[config.mk]
export PLATFORM = sky130hd
export DESIGN_NAME = i2s_master_port
export DESIGN_NICKNAME = d
export VERILOG_FILES = /design/src/rtl/i2s_master_port.sv
export SDC_FILE = /design/constraint.sdc
export NUM_CORES = 1
export LEC_CHECK = 0
export ABC_CLOCK_PERIOD_IN_PS = 2900
export BUFFER_PORTS_ARGS = -buffer_cell sky130_fd_sc_hd__buf_2
export CAP_MARGIN = 20
export CORE_MARGIN = 2
export CORE_UTILIZATION = 58
export CTS_CLUSTER_SIZE = 24
export DETAILED_ROUTE_END_ITERATION = 7
export PLACE_DENSITY_LB_ADDON = 0.25
export SYNTH_ARGS = -nofsm -noshare
export SYNTH_HDL_FRONTEND = slang
export SYNTH_SLANG_ARGS = --single-unit
[constraint.sdc]
create_clock -name clk -period 2.9 [get_ports clk]
set_input_delay 0.87 -clock clk [delete_from_list [all_inputs] [get_ports clk]]
set_output_delay 0.87 -clock clk [all_outputs]
set_load 0.1 [all_outputs]
[src/rtl/i2s_master_port.sv]
// -----------------------------------------------------------------------------
// i2s_master_port
//
// I2S bus master for the audio codec. It runs on the 12 MHz codec master clock
// and divides it down to BCLK and LRCK. Stereo DAC samples are serialised
// MSB-first with the standard I2S one-bit delay. Stereo ADC samples are
// deserialised into parallel words.
//
// Framing: one BCLK period is BCLK_DIV clk cycles, and one frame is
// 2*SLOT_BITS BCLK periods (left slot, then right slot). With the default
// parameters this gives BCLK = 3 MHz, 64 BCLK per frame and fs = 46.875 kHz.
//
// rst_n asserts asynchronously. Its release is expected to be already
// synchronous to clk; the PLL lock logic upstream provides that.
//
// Ports
//   clk          in   codec master clock (PLL clkout0)
//   rst_n        in   asynchronous active-low reset
//   i2s_bclk     out  bit clock to codec
//   i2s_lrck     out  word select, 0 = left slot, 1 = right slot
//   i2s_dout     out  serial DAC data, changes on BCLK falling edge
//   i2s_din      in   serial ADC data, sampled just before BCLK rises
//   tx_left      in   left DAC sample (signed)
//   tx_right     in   right DAC sample (signed)
//   tx_valid     in   TX sample pair offered
//   tx_ready     out  TX holding register empty
//   tx_underrun  out  1-cycle pulse: frame started without a new pair
//   rx_left      out  last captured left ADC sample
//   rx_right     out  last captured right ADC sample
//   rx_valid     out  1-cycle pulse: rx_left/rx_right updated
// -----------------------------------------------------------------------------
module i2s_master_port #(
  parameter int DATA_W    = 16,
  parameter int BCLK_DIV  = 4,
  parameter int SLOT_BITS = 32
) (
  input  logic              clk,
  input  logic              rst_n,
  output logic              i2s_bclk,
  output logic              i2s_lrck,
  output logic              i2s_dout,
  input  logic              i2s_din,
  input  logic [DATA_W-1:0] tx_left,
  input  logic [DATA_W-1:0] tx_right,
  input  logic              tx_valid,
  output logic              tx_ready,
  output logic              tx_underrun,
  output logic [DATA_W-1:0] rx_left,
  output logic [DATA_W-1:0] rx_right,
  output logic              rx_valid
);

  localparam int FRAME_BITS = 2 * SLOT_BITS;
  localparam int DIV_W      = (BCLK_DIV > 1) ? $clog2(BCLK_DIV) : 1;
  localparam int BIT_W      = (FRAME_BITS > 1) ? $clog2(FRAME_BITS) : 1;

  localparam logic [DIV_W-1:0] RISE_CNT = DIV_W'(BCLK_DIV / 2 - 1);
  localparam logic [DIV_W-1:0] FALL_CNT = DIV_W'(BCLK_DIV - 1);
  localparam logic [BIT_W-1:0] LAST_BIT = BIT_W'(FRAME_BITS - 1);
  localparam logic [BIT_W-1:0] SLOT_B   = BIT_W'(SLOT_BITS);
  // Slot position of the last right-channel bit. When DATA_W == SLOT_BITS this
  // wraps to position 0 of the following frame.
  localparam logic [BIT_W-1:0] RX_LAST  = BIT_W'((SLOT_BITS + DATA_W) % FRAME_BITS);

  // Timing state
  logic [DIV_W-1:0]  r_div_cnt;
  logic [BIT_W-1:0]  r_bit_cnt;
  logic              r_bclk;
  logic              r_lrck;
  logic              r_dout;

  // TX state. r_tx_ready doubles as the "holding register empty" flag.
  logic              r_tx_ready;
  logic              r_underrun;
  logic [DATA_W-1:0] r_hold_l;
  logic [DATA_W-1:0] r_hold_r;
  logic [DATA_W-1:0] r_shadow_l;
  logic [DATA_W-1:0] r_shadow_r;

  // RX state
  logic [DATA_W-1:0] r_rx_sh_l;
  logic [DATA_W-1:0] r_rx_sh_r;
  logic [DATA_W-1:0] r_rx_left;
  logic [DATA_W-1:0] r_rx_right;
  logic              r_rx_valid;

  logic              w_rise;
  logic              w_fall;
  logic [BIT_W-1:0]  w_bit_next;
  logic              w_frame_start;
  logic              w_accept;
  logic              w_rx_done;
  logic [DATA_W-1:0] w_tx_sel_l;
  logic [DATA_W-1:0] w_tx_sel_r;
  logic              w_tx_bit;
  logic [DATA_W-1:0] w_rx_sh_l_next;
  logic [DATA_W-1:0] w_rx_sh_r_next;

  assign w_rise        = (r_div_cnt == RISE_CNT);
  assign w_fall        = (r_div_cnt == FALL_CNT);
  assign w_bit_next    = (r_bit_cnt == LAST_BIT) ? '0 : r_bit_cnt + BIT_W'(1);
  assign w_frame_start = w_fall && (r_bit_cnt == LAST_BIT);
  assign w_accept      = tx_valid && r_tx_ready;
  assign w_rx_done     = w_rise && (r_bit_cnt == RX_LAST);

  // Word bit gi sits at slot position DATA_W-gi. TX looks at the bit position
  // that becomes current at the coming falling edge. RX looks at the current
  // position, because din is sampled while that bit is on the wire.
  for (genvar gi = 0; gi < DATA_W; gi++) begin : g_slot_bit
    localparam logic [BIT_W-1:0] POS_L = BIT_W'(DATA_W - gi);
    localparam logic [BIT_W-1:0] POS_R = BIT_W'((SLOT_BITS + DATA_W - gi) % FRAME_BITS);

    assign w_tx_sel_l[gi] = (w_bit_next == POS_L) && r_shadow_l[gi];
    assign w_tx_sel_r[gi] = (w_bit_next == POS_R) && r_shadow_r[gi];

    assign w_rx_sh_l_next[gi] = (r_bit_cnt == POS_L) ? i2s_din : r_rx_sh_l[gi];
    assign w_rx_sh_r_next[gi] = (r_bit_cnt == POS_R) ? i2s_din : r_rx_sh_r[gi];
  end

  // At most one select bit is set. Positions outside the data field give 0.
  assign w_tx_bit = |{w_tx_sel_l, w_tx_sel_r};

  always_ff @(posedge clk or negedge rst_n) begin
    if (!rst_n) begin
      r_div_cnt  <= '0;
      r_bit_cnt  <= '0;
      r_bclk     <= 1'b0;
      r_lrck     <= 1'b0;
      r_dout     <= 1'b0;
      r_tx_ready <= 1'b1;
      r_underrun <= 1'b0;
      r_hold_l   <= '0;
      r_hold_r   <= '0;
      r_shadow_l <= '0;
      r_shadow_r <= '0;
      r_rx_sh_l  <= '0;
      r_rx_sh_r  <= '0;
      r_rx_left  <= '0;
      r_rx_right <= '0;
      r_rx_valid <= 1'b0;
    end else begin
      r_underrun <= 1'b0;
      r_rx_valid <= 1'b0;
      r_div_cnt  <= w_fall ? '0 : r_div_cnt + DIV_W'(1);

      if (w_rise) begin
        r_bclk    <= 1'b1;
        r_rx_sh_l <= w_rx_sh_l_next;
        r_rx_sh_r <= w_rx_sh_r_next;
        // Take the word including the bit sampled on this same edge.
        if (w_rx_done) begin
          r_rx_left  <= w_rx_sh_l_next;
          r_rx_right <= w_rx_sh_r_next;
          r_rx_valid <= 1'b1;
        end
      end

      if (w_fall) begin
        r_bclk    <= 1'b0;
        r_bit_cnt <= w_bit_next;
        r_lrck    <= (w_bit_next >= SLOT_B);
        r_dout    <= w_tx_bit;
      end

      // Frame start decides on the holding state before any accept in the
      // same cycle. Accept can only happen while holding is empty, so an
      // accept here always lands in holding and serves the next frame.
      if (w_frame_start) begin
        if (!r_tx_ready) begin
          r_shadow_l <= r_hold_l;
          r_shadow_r <= r_hold_r;
          r_tx_ready <= 1'b1;
        end else begin
          r_underrun <= 1'b1;
        end
      end

      if (w_accept) begin
        r_hold_l   <= tx_left;
        r_hold_r   <= tx_right;
        r_tx_ready <= 1'b0;
      end
    end
  end

  assign i2s_bclk    = r_bclk;
  assign i2s_lrck    = r_lrck;
  assign i2s_dout    = r_dout;
  assign tx_ready    = r_tx_ready;
  assign tx_underrun = r_underrun;
  assign rx_left     = r_rx_left;
  assign rx_right    = r_rx_right;
  assign rx_valid    = r_rx_valid;

endmodule

==> out/results.ini <==
[run_status]
status = complete, no violations

[logic_synthesis]
synth_cell_types = 49
syn_nets = 604
yosysWarnings = 0
synth-async-reset-ratio = 1.000
synthAdderAreaFrac = 0.01362
ys_seq_elements = 141
synth_top_area_cell = dfrtp_1
mappedNetlistArea_um2 = 6431
synthTopCellsByArea = dfrtp_1 (54%), mux2_2 (17%), nor2_1 (4.5%), mux2i_1 (3.3%), a21oi_1 (2.1%)
synth_top_family_by_area = multiplexers
ys_seq_area_frac = 0.5488
muxShareOfSynthArea = 0.2008
ys.flop_type = dfrtp_1
synth_xor_area_frac = 0.004086
syn_area_per_cell_um2 = 11.46
yosys.area.top_type_share = 0.5447
synth_simple_gate_area_frac = 0.1198
synth_compound_gate_area_share = 0.07802
synth_edf_count = 0
synth_cells = 561

[final_layout]
mostFrequentLayoutCells = dfrtp_1 (140), mux2_2 (95), nor2_1 (76)
fin_util = 0.6959
layout.nets = 670
insertedDiodeCount = 0
final_common_cell = dfrtp_1
n_fill_cell = 827
synthToLayoutAreaGrowth_pct = 17.30
drive_above_1_share = 0.3531

[cts]
cts.reportedPaths.clkPinSlew_ns = 0.06
cts_buffers = 17
cts_tree = built
clk_path_buf_depth = 2
cts_setup_buffers = 0
clock_sinks = 141
htreeDepth = 4
cts_root_buf = clkbuf_8
clk_latency_ns = 0.54
ctsResizeCount = 0
holdBufCountCts = 0

[route]
dr.max_layer_used = met4
drt_iter0_markers = 294
wirelength_met1_um = 6351
antenna_left = 0
dr_wl_met3_um = 692
wl_um = 13760
wl_per_cell_um = 17.64
drc_errors = 0
dr_wl_met2_um = 6405
dr.pass1.iters = 5
vias = 4513
avgViaCountPerCell = 5.786

[grt]
grt_remaining_overflow = 0
grt_pass1_wl_um = 23020
grt.total_usage = 0.2561
first_global_vias = 4533
grt_max_degree = 68
antenna_found_initial = 0

[flow_run]
maxCapViolCount = 0

[setup_path]
cp_data_required_time_ns = 3.32
setup.worst_path.end = i2s_dout
cp_common_cell = a211oi_1
r2r_slack_ns = 0.29
crit_fanout = 15
worstSetupPathType = register to register
cp.arrival_ns = 3.03
cpPeakStageDelay_ns = 0.49
crit_path_top_delay_cell = dfrtp_1
worst-path-stages = 8
cpLargestDelayFamily = compound AO/OA/AOI/OAI gates
r2r_cells = 8
start_kind = register
crit_buf_inv = 1
worstReg2RegStart = r_bit_cnt[0]
end_kind = register
r2r-end = i2s_dout
cp_cell_sequence = inv_1, ha_1, a222oi_1, nor2b_1, a211oi_1, nor4b_1, a211oi_1, a211o_1
crit_start = r_bit_cnt[0]

[sta]
max_slew_margin = 0.5550
finClkSkew_ns = 0.006078
setup_tns_ns = 0
setup_violations = 0
rsz0062_at_grt = false
clock.fmax_ghz = 0.3830
period_minus_slack_ns = 2.611
finalHoldViolCount = 0
drv_slew = 0
tightest_slew_ns = 0.6675
timing.final.crit_share = 0.9003

[power_and_ir_drop]
combPwrFrac = 0.033
p_int_mw = 3.466
leakage_nw = 3.446
pwr-share-clk = 0.495
p_switching_mw = 0.9039
sw_frac_of_total = 0.2068
seq_power_share = 0.472
ir_drop_mv = 0.4265
p_per_area_nw_per_um2 = 579.3

[floorplan]
die_w_um = 109.3
die_area_um2 = 11950
io_pins = 74
start_util = 0.5933
fp.dieH_um = 109.3
core_area_um2 = 10840
placementRows = 38

[min_path]
min-delay-path-class = input pin to asynchronous set/reset pin

[placed_design]
place_congestion = 0.8517
io_buffers = 73
place_hpwl_um = 9191

==> worst min path at each step <==
stage	from	endpoint	slack [ns]	depth (start not counted)
finish	rst_n	r_hold_r[9]	0.32	1
global route	rst_n	r_hold_r[9]	0.35	1
CTS	rst_n	r_hold_r[9]	0.33	1
detailed placement	r_div_cnt[0]	r_div_cnt[0]	0.47	1
global placement	r_div_cnt[0]	r_div_cnt[0]	0.45	1
floorplan	r_div_cnt[0]	r_div_cnt[0]	0.43	1
==> cell families after synthesis <==
logic type                 count (synthesis)
buffers and inverters                     49
muxes                                    117
AOI/OAI and AO/OA                         79
xor gates and xnor gates                   3
DFF                                      141
adders and majority gates                  7
and+or+nand+nor                          165
==> through the flow <==
stage	worst slack [ns]	hold WS [ns]	total power, mW	std cells	instance area (um^2)
floorplan	0.8127	0.4305	2.148	561	6431
global placement	0.5153	0.4462	2.231	748	6945
detailed placement	0.3688	0.4701	2.243	748	6945
CTS	0.3504	0.3259	4.418	780	7543
global route	0.1231	0.3493	4.524	780	7543
finish	0.2891	0.3181	4.370	780	7543
==> worst register-to-register path, stage by stage, from the launching register on <==
cell,delay (ns)
dfrtp_1,0.49
inv_1,0.12
ha_1,0.45
a222oi_1,0.46
nor2b_1,0.19
a211oi_1,0.06
nor4b_1,0.36
a211oi_1,0.13
a211o_1,0.23
==> layer usage <==
layer  track usage  up-vias
met1        0.3619     2253
met2        0.3838      124
met3       0.05809       27
met4        0.1094        0
met5             0        -
li1              -     2109
==> flip-flops by register name (all words and copies together), names as in the netlist <==
signal       count
r_hold_l        16
r_hold_r        16
r_rx_sh_l       16
r_shadow_l      16
r_shadow_r      16
rx_left         16
rx_right        16
r_rx_sh_r       15
r_bit_cnt        6
r_div_cnt        2
i2s_bclk         1
i2s_dout         1
i2s_lrck         1
rx_valid         1
tx_ready         1
tx_underrun      1
==> final cells by class <==
class	instances	area [um^2]	area share
sequential	141	3530	0.4679
inverter	7	26.28	0.003483
timing repair buffer	89	529.3	0.07016
tap	140	175.2	0.02322
clock buffer	20	455.4	0.06037
multi-input combinational	371	2685	0.3559
clock inverter	12	142.6	0.01891
==> synth_stat cells (2+ instances only) <==
cell type,count
a211o_1,2
or3b_2,2
nor4_1,2
mux2_2,95
a211oi_1,3
nand4_1,12
nor2b_1,6
a22oi_1,3
nor2_1,77
dfrtp_1,140
nand3b_1,2
and3_1,3
buf_2,7
o31ai_1,2
xnor2_1,3
buf_6,2
nor2_2,2
o21ai_0,17
a21oi_1,27
a222oi_1,7
inv_1,7
ha_1,7
a31oi_1,12
nand2b_1,3
nand3_1,13
and2_1,4
mux2i_1,21
buf_4,4
clkbuf_1,24
buf_1,4
nand2_1,30
==> power groups by stage <==
stage                     clock network, mW  logic (mW)  registers (mW)
after floorplan                           0      0.0670            2.08
after global placement                    0       0.139            2.09
after detailed placement                  0       0.147            2.10
after CTS                              2.21       0.148            2.06
after global routing                   2.29       0.164            2.07
final                                  2.17       0.144            2.06
Note: power is estimated with default switching activity, not from simulation.
